--- src/rtl/cnt_player_multi.sv ---
// Position and lap tracker for NUM_PLAYERS players on a circular board.
// Holds every player's position and laps, arbitrates turns and detects the winner.
module cnt_player_multi #(
   parameter int NUM_PLAYERS = 2,
   parameter int BOARD_LEN   = 24,
   parameter int POS_W       = 5,
   parameter int STEP_W      = 3,
   parameter int LAPS_TO_WIN = 1,
   parameter int LAP_W       = 2
) (
   input  logic                         clk,
   input  logic                         rst,
   input  logic                         new_game,
   input  logic                         btn,
   input  logic                         move_ok,
   input  logic [STEP_W-1:0]            step_in,
   output logic [NUM_PLAYERS*POS_W-1:0] pos_bus,
   output logic [NUM_PLAYERS*LAP_W-1:0] lap_bus,
   output logic [1:0]                   cur_player,
   output logic                         move_done,
   output logic                         game_over,
   output logic [1:0]                   winner
);

   localparam logic [POS_W:0]   BOARD_LEN_W = (POS_W+1)'(BOARD_LEN);
   localparam logic [LAP_W-1:0] LAP_WIN     = LAP_W'(LAPS_TO_WIN);
   localparam logic [LAP_W-1:0] LAP_MAX     = {LAP_W{1'b1}};
   localparam logic [1:0]       LAST_PLAYER = 2'(NUM_PLAYERS - 1);

   typedef enum logic [1:0] {IDLE, PLAY, OVER} state_t;

   state_t            state;
   logic              btn_q;
   logic              press;
   logic [POS_W-1:0]  cur_pos;
   logic [LAP_W-1:0]  cur_lap;
   logic [POS_W:0]    sum;
   logic [POS_W:0]    wrapped;
   logic              wrap;
   logic [POS_W-1:0]  new_pos;
   logic [LAP_W-1:0]  lap_inc;
   logic [LAP_W-1:0]  new_lap;
   logic              win;
   logic [1:0]        next_player;

   // Move arithmetic for the player holding the turn; single subtract suffices
   // because one step is always shorter than a lap.
   always_comb begin
      press       = btn & ~btn_q;
      cur_pos     = pos_bus[cur_player*POS_W +: POS_W];
      cur_lap     = lap_bus[cur_player*LAP_W +: LAP_W];
      sum         = {1'b0, cur_pos} + {{(POS_W+1-STEP_W){1'b0}}, step_in};
      wrap        = (sum >= BOARD_LEN_W);
      wrapped     = sum - BOARD_LEN_W;
      new_pos     = wrap ? wrapped[POS_W-1:0] : sum[POS_W-1:0];
      lap_inc     = cur_lap + 1'b1;
      new_lap     = (wrap && (cur_lap != LAP_MAX)) ? lap_inc : cur_lap;
      win         = wrap && (cur_lap != LAP_MAX) && (lap_inc == LAP_WIN);
      next_player = (cur_player == LAST_PLAYER) ? 2'd0 : cur_player + 2'd1;
   end

   always_ff @(posedge clk or posedge rst) begin
      if (rst) begin
         state      <= IDLE;
         btn_q      <= 1'b0;
         pos_bus    <= '0;
         lap_bus    <= '0;
         cur_player <= 2'd0;
         move_done  <= 1'b0;
         game_over  <= 1'b0;
         winner     <= 2'd0;
      end else begin
         btn_q     <= btn;
         move_done <= 1'b0;
         if (new_game) begin
            state      <= PLAY;
            pos_bus    <= '0;
            lap_bus    <= '0;
            cur_player <= 2'd0;
            game_over  <= 1'b0;
            winner     <= 2'd0;
         end else if (state == PLAY && press) begin
            move_done <= 1'b1;
            if (move_ok) begin
               pos_bus[cur_player*POS_W +: POS_W] <= new_pos;
               lap_bus[cur_player*LAP_W +: LAP_W] <= new_lap;
               if (win) begin
                  state     <= OVER;
                  game_over <= 1'b1;
                  winner    <= cur_player;
               end
            end else begin
               cur_player <= next_player;
            end
         end
      end
   end

endmodule

--- config.mk ---
export PLATFORM = sky130hd
export DESIGN_NAME = cnt_player_multi
export DESIGN_NICKNAME = d
export VERILOG_FILES = /design/src/rtl/cnt_player_multi.sv
export SDC_FILE = /design/constraint.sdc
export NUM_CORES = 1
export LEC_CHECK = 0
export BUFFER_PORTS_ARGS = -buffer_cell sky130_fd_sc_hd__buf_2
export CAP_MARGIN = 20
export CORE_ASPECT_RATIO = 1.25
export CORE_MARGIN = 5
export CORE_UTILIZATION = 25
export DETAILED_ROUTE_END_ITERATION = 7
export PLACE_DENSITY_LB_ADDON = 0.1
export RECOVER_POWER = 50
export SLEW_MARGIN = 40
export SYNTH_ARGS = -nofsm -noshare
export SYNTH_HDL_FRONTEND = slang
export SYNTH_SLANG_ARGS = --single-unit
--- constraint.sdc ---
create_clock -name clk -period 2.68 [get_ports clk]
set_input_delay 0.268 -clock clk [delete_from_list [all_inputs] [get_ports clk]]
set_output_delay 0.268 -clock clk [all_outputs]
set_load 0.03 [all_outputs]
==> Yosys cells after proc, flatten, opt, wreduce, memory -nomap -nowiden <==
Index checks and enable logic that the tools add are counted.
{ "classes": {"addsub": 6, "mul": 1, "order_cmp": 1, "n_eq_ne": 5, "shift": 6, "mux": 28, "bitwise_logic": 2, "reduce_logical": 9} }
{ "ops": {"columns": ["cell", "n"], "rows": [
  ["3-bit negation with 34-bit output", 1],
  ["5-bit negation with 34-bit output", 1],
  ["2-bit by 34-bit variable shift with 4-bit output (first input constant)", 1],
  ["5-bit by 34-bit variable shift with 10-bit output (first input constant)", 1],
  ["2-bit by 34-bit indexed part select with 4-bit output", 1],
  ["5-bit by 34-bit indexed part select with 10-bit output", 1],
  ["10-bit 2-to-1 mux", 3],
  ["2-bit 2-to-1 mux", 13],
  ["4-bit 2-to-1 mux", 3],
  ["10-bit bitwise mux", 1],
  ["10-bit by 6-bit indexed part select with 5-bit output", 1],
  ["5-bit by 3-bit adder with 6-bit output", 1],
  ["2-bit by 1-bit == test with 1-bit output (second input constant)", 3],
  ["6-bit by 5-bit >= comparator with 1-bit output (second input constant)", 1],
  ["1-bit 2-to-1 mux", 6],
  ["2-bit nonzero test", 3],
  ["2-bit by 3-bit multiplier with 5-bit output (second input constant)", 1],
  ["5-bit 2-to-1 mux", 1],
  ["5-bit subtractor (second input constant)", 1],
  ["2-bit by 1-bit adder with 2-bit output (second input constant)", 2],
  ["4-bit bitwise mux", 1],
  ["2-bit != test (second input constant)", 2],
  ["2-bit AND reduction", 2],
  ["4-bit by 4-bit indexed part select with 2-bit output", 1],
  ["4 further kinds", 6]
]} }
{ "totals": {"reg_bits": 23, "input_bits": 8, "out_inout_bits": 20, "wordCells": 66} }

==> Depth between registers and ports, before layout <==
{ "logic_depth": {"word_depth": 11, "mapped_depth": 11, "mapped_depth_nobuf": 10} }

==> Worst setup path before layout <==
No wires, ideal clock.
{ "synth_timing": {"path_type": "register to register", "start": "register cur_player[0]", "end": "register state[0]", "setup_time_ns": 0.118, "arrival_ns": 2.772, "t_required_ns": 2.562, "setup_slack_ns": -0.210, "stages_incl_launch_ff": 10, "n_path_buf": 1, "synth_period_minus_slack_ns": 2.890, "cell_sequence": "dfrtp_1 buf_2 mux2i_1 or2_2 fa_1 nor2b_1 o211ai_1 a2111oi_4 o2111ai_2 a21o_1"} }
{ "synth_via": {"elab_chain_len": 8, "elab_cells_between_ends": 12, "cone_classes": "add/sub (2); mul (1); order compare (1); eq/ne (2); shift (2); reduce/logical (4)"} }
{ "synth_lines": {"columns": ["item", "line", "rtl"], "rows": [
  ["from (decl)", "19", "output logic [1:0] cur_player,"],
  ["from (signal assigned)", "93", "cur_player <= next_player;"],
  ["2-bit by 3-bit multiplier with 5-bit output", "50", "cur_pos = pos_bus[cur_player*POS_W +: POS_W];"],
  ["10-bit by 6-bit indexed part select with 5-bit output", "50", null],
  ["5-bit by 3-bit adder with 6-bit output", "52", "sum = {1'b0, cur_pos} + {{(POS_W+1-STEP_W){1'b0}}, step_in};"],
  ["6-bit by 5-bit >= comparator with 1-bit output", "53", "wrap = (sum >= BOARD_LEN_W);"],
  ["1-bit logical AND", "58", "win = wrap && (cur_lap != LAP_MAX) && (lap_inc == LAP_WIN);"],
  ["1-bit logical AND (*)", "58", null],
  ["2-bit nonzero test (no source line) (*)", null, null],
  ["3-bit AND reduction (no source line) (*)", null, null],
  ["to (signal assigned)", "64", "state <= IDLE;"],
  ["to (signal assigned)", "76", "state <= PLAY;"],
  ["to (signal assigned)", "88", "state <= OVER;"],
  ["to (decl)", "32", "state_t state;"]
]} }
Mark *: on every way between the ends. The rest lies on a longest branch, timed or not.
A chain may end at the register's enable or synchronous reset.

==> Final worst setup path <==
{ "layout_timing": {"start": "register cur_player[0]", "end": "register lap_bus[1]"} }
{ "layout_via": {"elab_chain_len": 11, "elab_cells_between_ends": 16, "cone_classes": "add/sub (3); mul (1); order compare (1); eq/ne (1); shift (4); mux (5); reduce/logical (1)"} }
{ "layout_lines": {"columns": ["item", "line", "rtl"], "rows": [
  ["2-bit by 3-bit multiplier with 5-bit output", "50", null],
  ["10-bit by 6-bit indexed part select with 5-bit output", "50", null],
  ["5-bit by 3-bit adder with 6-bit output", "52", null],
  ["6-bit by 5-bit >= comparator with 1-bit output", "53", null],
  ["1-bit logical AND", "57", "new_lap = (wrap && (cur_lap != LAP_MAX)) ? lap_inc : cur_lap;"],
  ["2-bit 2-to-1 mux", "57", null],
  ["2-bit by 34-bit indexed part select with 4-bit output", "86", "lap_bus[cur_player*LAP_W +: LAP_W] <= new_lap;"],
  ["4-bit bitwise mux (*)", "86", null],
  ["4-bit 2-to-1 mux (*)", "84", "if (move_ok) begin"],
  ["4-bit 2-to-1 mux (*)", "82", "end else if (state == PLAY && press) begin"],
  ["4-bit 2-to-1 mux (*)", "75", "if (new_game) begin"],
  ["to (signal, indexed assignment)", "86", null],
  ["to (decl)", "18", "output logic [NUM_PLAYERS*LAP_W-1:0] lap_bus,"]
]} }
Mark *: on every way between the ends. The rest lies on a longest branch, timed or not. The select of a mux whose other input is x is not followed.

==> impl_metrics.xml <==
<?xml version="1.0" encoding="UTF-8"?>
<metrics>
  <group name="final_layout">
    <metric name="num-fill-cells" unit="">557</metric>
    <metric name="layout-area-overhead-vs-synth" unit="%">31.1</metric>
    <metric name="post_route_cells_drive_above_1_share" unit="%">30.0</metric>
    <metric name="antenna-diode-count" unit="">0</metric>
    <metric name="stdcell_count" unit="">242</metric>
    <metric name="fin_nets" unit="">198</metric>
  </group>
  <group name="hold_path">
    <metric name="worstHoldPathType" unit="">in2reg</metric>
    <metric name="hold_path_startpoint" unit="">btn</metric>
  </group>
  <group name="floorplan">
    <metric name="design.core.area" unit="mm^2">0.00508</metric>
    <metric name="floorplan.die_area" unit="mm^2">0.00683</metric>
    <metric name="floorplan.die.width" unit="um">74.9</metric>
    <metric name="top_level_ports" unit="">28</metric>
    <metric name="dieHeight" unit="um">91.1</metric>
    <metric name="floorplan.rows" unit="">29</metric>
    <metric name="initial_utilization" unit="%">25.9</metric>
  </group>
  <group name="clock_network">
    <metric name="clock-sinks" unit="">22</metric>
    <metric name="clk_latency" unit="ps">270</metric>
    <metric name="clock-root-buffer" unit="">clkbuf_8</metric>
    <metric name="ctsLongestPathBuffers" unit="">2</metric>
    <metric name="cts_htree_levels" unit="">1</metric>
    <metric name="tritoncts.num_buffers" unit="">3</metric>
    <metric name="clkSlewWorstSetupHoldPaths" unit="ps">90</metric>
    <metric name="cts_tree" unit="">yes</metric>
  </group>
  <group name="sta">
    <metric name="final_max_slew_viol_count" unit="">0</metric>
    <metric name="finalCritPeriodShare" unit="%">98.3</metric>
    <metric name="worst_clock_skew" unit="ps">5.22</metric>
    <metric name="clock.fmax" unit="MHz">379</metric>
    <metric name="setup_viol" unit="">0</metric>
    <metric name="layout_min_cycle_time" unit="ps">2640</metric>
    <metric name="final_hold_viol_count" unit="">0</metric>
    <metric name="timing.slew.headroom" unit="%">41.6</metric>
    <metric name="timing_worst_slew_pin_value" unit="ps">875</metric>
    <metric name="fin_worst_hold_slack" unit="ps">128</metric>
    <metric name="rsz0062_at_grt" unit="">yes</metric>
  </group>
  <group name="critical_path">
    <metric name="critPathMaxStageDelay" unit="ps">420</metric>
    <metric name="crit_slowest_cell" unit="">dfrtp_2</metric>
    <metric name="crit_start" unit="">cur_player[0]$_DFFE_PP0P_</metric>
    <metric name="critical_path.top_delay_family" unit="">compound AO/OA/AOI/OAI gates</metric>
    <metric name="critPathMaxFanout" unit="">4</metric>
    <metric name="timing.critical_path.buf_inv" unit="">2</metric>
    <metric name="start_kind" unit="">flop</metric>
    <metric name="worst-setup-path-type" unit="">reg2reg</metric>
    <metric name="rr_startpoint" unit="">cur_player[0]$_DFFE_PP0P_</metric>
    <metric name="critPathRequiredTime" unit="ps">2830</metric>
    <metric name="timing.critical_path.arrival" unit="ps">2790</metric>
    <metric name="critical_path.endpoint_type" unit="">flop</metric>
    <metric name="critical_path.cell_chain" unit="">buf_4 &gt; mux2i_1 &gt; or2_4 &gt; fa_2 &gt; nor2b_4 &gt; o211ai_1 &gt; a2111oi_4 &gt; buf_4 &gt; nor4_1 &gt; a221o_1</metric>
    <metric name="timing.critical_path.mode_cell" unit="">buf_4</metric>
  </group>
  <group name="global_route">
    <metric name="grt_util_all_layers" unit="%">11.7</metric>
    <metric name="wire_length_of_the_first_global_routing_pass" unit="um">6170</metric>
    <metric name="via_count_of_the_first_global_routing_pass" unit="">1276</metric>
    <metric name="grt_antenna_before_repair" unit="">0</metric>
    <metric name="gr-total-overflow" unit="">0</metric>
    <metric name="grt_start_max_net_pins" unit="">23</metric>
  </group>
  <group name="synth">
    <metric name="synth.cells.most_frequent" unit="">22 x dfrtp_1, 17 x nand2_1, 11 x nor2_1, 10 x inv_1, 10 x o21ai_0</metric>
    <metric name="synth-async-reset-ratio" unit="%">100</metric>
    <metric name="share_of_yosys_cell_area_claimed_by_the_top_area_cell_type" unit="%">41.8</metric>
    <metric name="syn_inst" unit="">137</metric>
    <metric name="proportion_of_synthesized_chip_area_in_sequential_cells" unit="%">41.8</metric>
    <metric name="synth.cell_area" unit="mm^2">0.00132</metric>
    <metric name="synth_flop_type" unit="">dfrtp_1</metric>
    <metric name="post_synthesis_cell_type_count" unit="">41</metric>
    <metric name="ys_top_cells_by_area" unit="">dfrtp_1 42%, ha_1 7.6%, nand2_1 4.8%, mux2i_1 4.6%, o21ai_0 3.8%</metric>
    <metric name="syn-mean-instance-area" unit="um^2">9.61</metric>
    <metric name="ys_seq_elements" unit="">22</metric>
    <metric name="yosys.area.top_type" unit="">dfrtp_1</metric>
    <metric name="number_of_enable_type_register_cells_in_the_synthesized_netlist" unit="">0</metric>
    <metric name="syn_nets" unit="">154</metric>
    <metric name="synth_most_common_cell" unit="">dfrtp_1</metric>
    <metric name="synth-warning-count" unit="">0</metric>
  </group>
  <group name="place">
    <metric name="placed_cells_incl_taps" unit="">233</metric>
    <metric name="gpl.final_weighted_congestion" unit="">0.807</metric>
    <metric name="detailedPlacementHpwl" unit="um">2850</metric>
    <metric name="port-buffer-count" unit="">27</metric>
  </group>
  <group name="power_and_ir_drop">
    <metric name="total_power_per_unit_cell_area" unit="mW/mm^2">427</metric>
    <metric name="cellLeakagePower" unit="nW">0.793</metric>
    <metric name="design_power_total" unit="W">0.000737</metric>
    <metric name="vdd_ir_drop_max" unit="mV">0.148</metric>
  </group>
  <group name="flow_run">
    <metric name="drv.max_cap_violation_count" unit="">0</metric>
  </group>
  <group name="routing">
    <metric name="route.detailed.drc" unit="">0</metric>
    <metric name="vias_per_cell" unit="">4.81</metric>
    <metric name="route.vias.total" unit="">1163</metric>
    <metric name="highest_layer" unit="">met4</metric>
    <metric name="drt-initial-drc-count" unit="">54</metric>
    <metric name="met2RoutedLength" unit="um">1870</metric>
    <metric name="wl_per_cell" unit="um">15.5</metric>
    <metric name="sum_of_routed_wire_length_over_all_layers" unit="um">3750</metric>
    <metric name="drt-pass1-iter-count" unit="">3</metric>
    <metric name="met3_length" unit="um">132</metric>
    <metric name="postRouteAntennaNets" unit="">0</metric>
    <metric name="detail_route.wirelength.met1" unit="um">1670</metric>
  </group>
  <group name="outcome">
    <metric name="run_status" unit="">complete, no violations</metric>
  </group>
</metrics>
## registers in the layout, indices dropped and copies added (netlist names)
signal	flops
btn_q	1
cur_player	2
game_over	1
lap_bus	4
move_done	1
pos_bus	10
state	1
winner	2
## layout make-up
class                   count  area [um^2]  share of cell area (%)
multi-input cells         101          757                    43.9
flip-flops and latches     22          552                    32.0
repair buffers             43          246                    14.3
well taps                  62         77.6                    4.50
clock buffers               4         55.1                    3.19
inverters                  10         37.5                    2.18
## routing by layer
layer,vias up,global-route usage [%]
met5,-,0
met4,0,5.34
met3,6,0.994
met2,24,19.4
met1,566,14.9
li1,567,-
## where the power goes
part,internal (W),total (W),switching [W]
Clock,0.000131,0.000249,0.000118
Sequential,0.000340,0.000345,0.00000540
Combinational,0.0000577,0.000143,0.0000848
## stage by stage
stage          instance area (um^2)  util [%]  worst slack (ps)  setup TNS [ps]
6_report                       1730      34.0              44.5               0
3_5_place_dp                   1600      31.6              18.8               0
4_1_cts                        1660      32.7              37.3               0
2_1_floorplan                  1330         -             -32.3           -59.1
3_3_place_gp                   1600      31.6              67.7               0
5_1_grt                        1730      34.0             -54.9            -175
## worst paths after layout
| check | endpoint | slack [ps] | cells past startpoint |
|---|---|---|---|
| max | lap_bus[1]$_DFFE_PP0P_ | 40 | 10 |
| min | btn_q$_DFF_PP0_ | 130 | 1 |
| max reg2reg | lap_bus[1]$_DFFE_PP0P_ | 40 | 10 |
| min reg2reg | state[0]$_DFFE_PP0P_ | 480 | 1 |
| max in group asynchronous | cur_player[0]$_DFFE_PP0P_ | 1920 | 2 |
| min in group asynchronous | pos_bus[5]$_DFFE_PP0P_ | 170 | 2 |
## what timing repair did
item	4_1_cts	5_1_grt
hold buffers	0	0
buffers inserted	0	5
pin swaps	1	5
resized for setup	0	8
endpoints found under the setup margin	2	8
## cells in the final DEF, fill, tap and decap left out, types with 2 or more instances in the layout
master    count
dfrtp_1      21
buf_2        20
nand2_1      17
buf_4        16
nor2_1       10
o21ai_0      10
inv_1         9
ha_1          7
clkbuf_1      7
mux2i_1       6
a21oi_1       4
clkbuf_8      4
nand2b_1      3
nand3_1       3
a21o_1        2
nor3_1        2
nor2b_1       2
nor3b_1       2
a31oi_1       2
xnor2_1       2
o31ai_1       2
## cell families (layout without fill, tap and decap cells)
group           count (synthesis)  count (layout)  synth area share [%]
xor+xnor                        3               3                  2.00
buf+inv                        14              57                  4.09
simple gates                   51              51                  19.8
fa+ha+maj                       9               9                  9.13
compound gates                 30              30                  16.9
flops                          22              22                  41.8
mux                             8               8                  6.27
(Power assumes the default switching activity.)
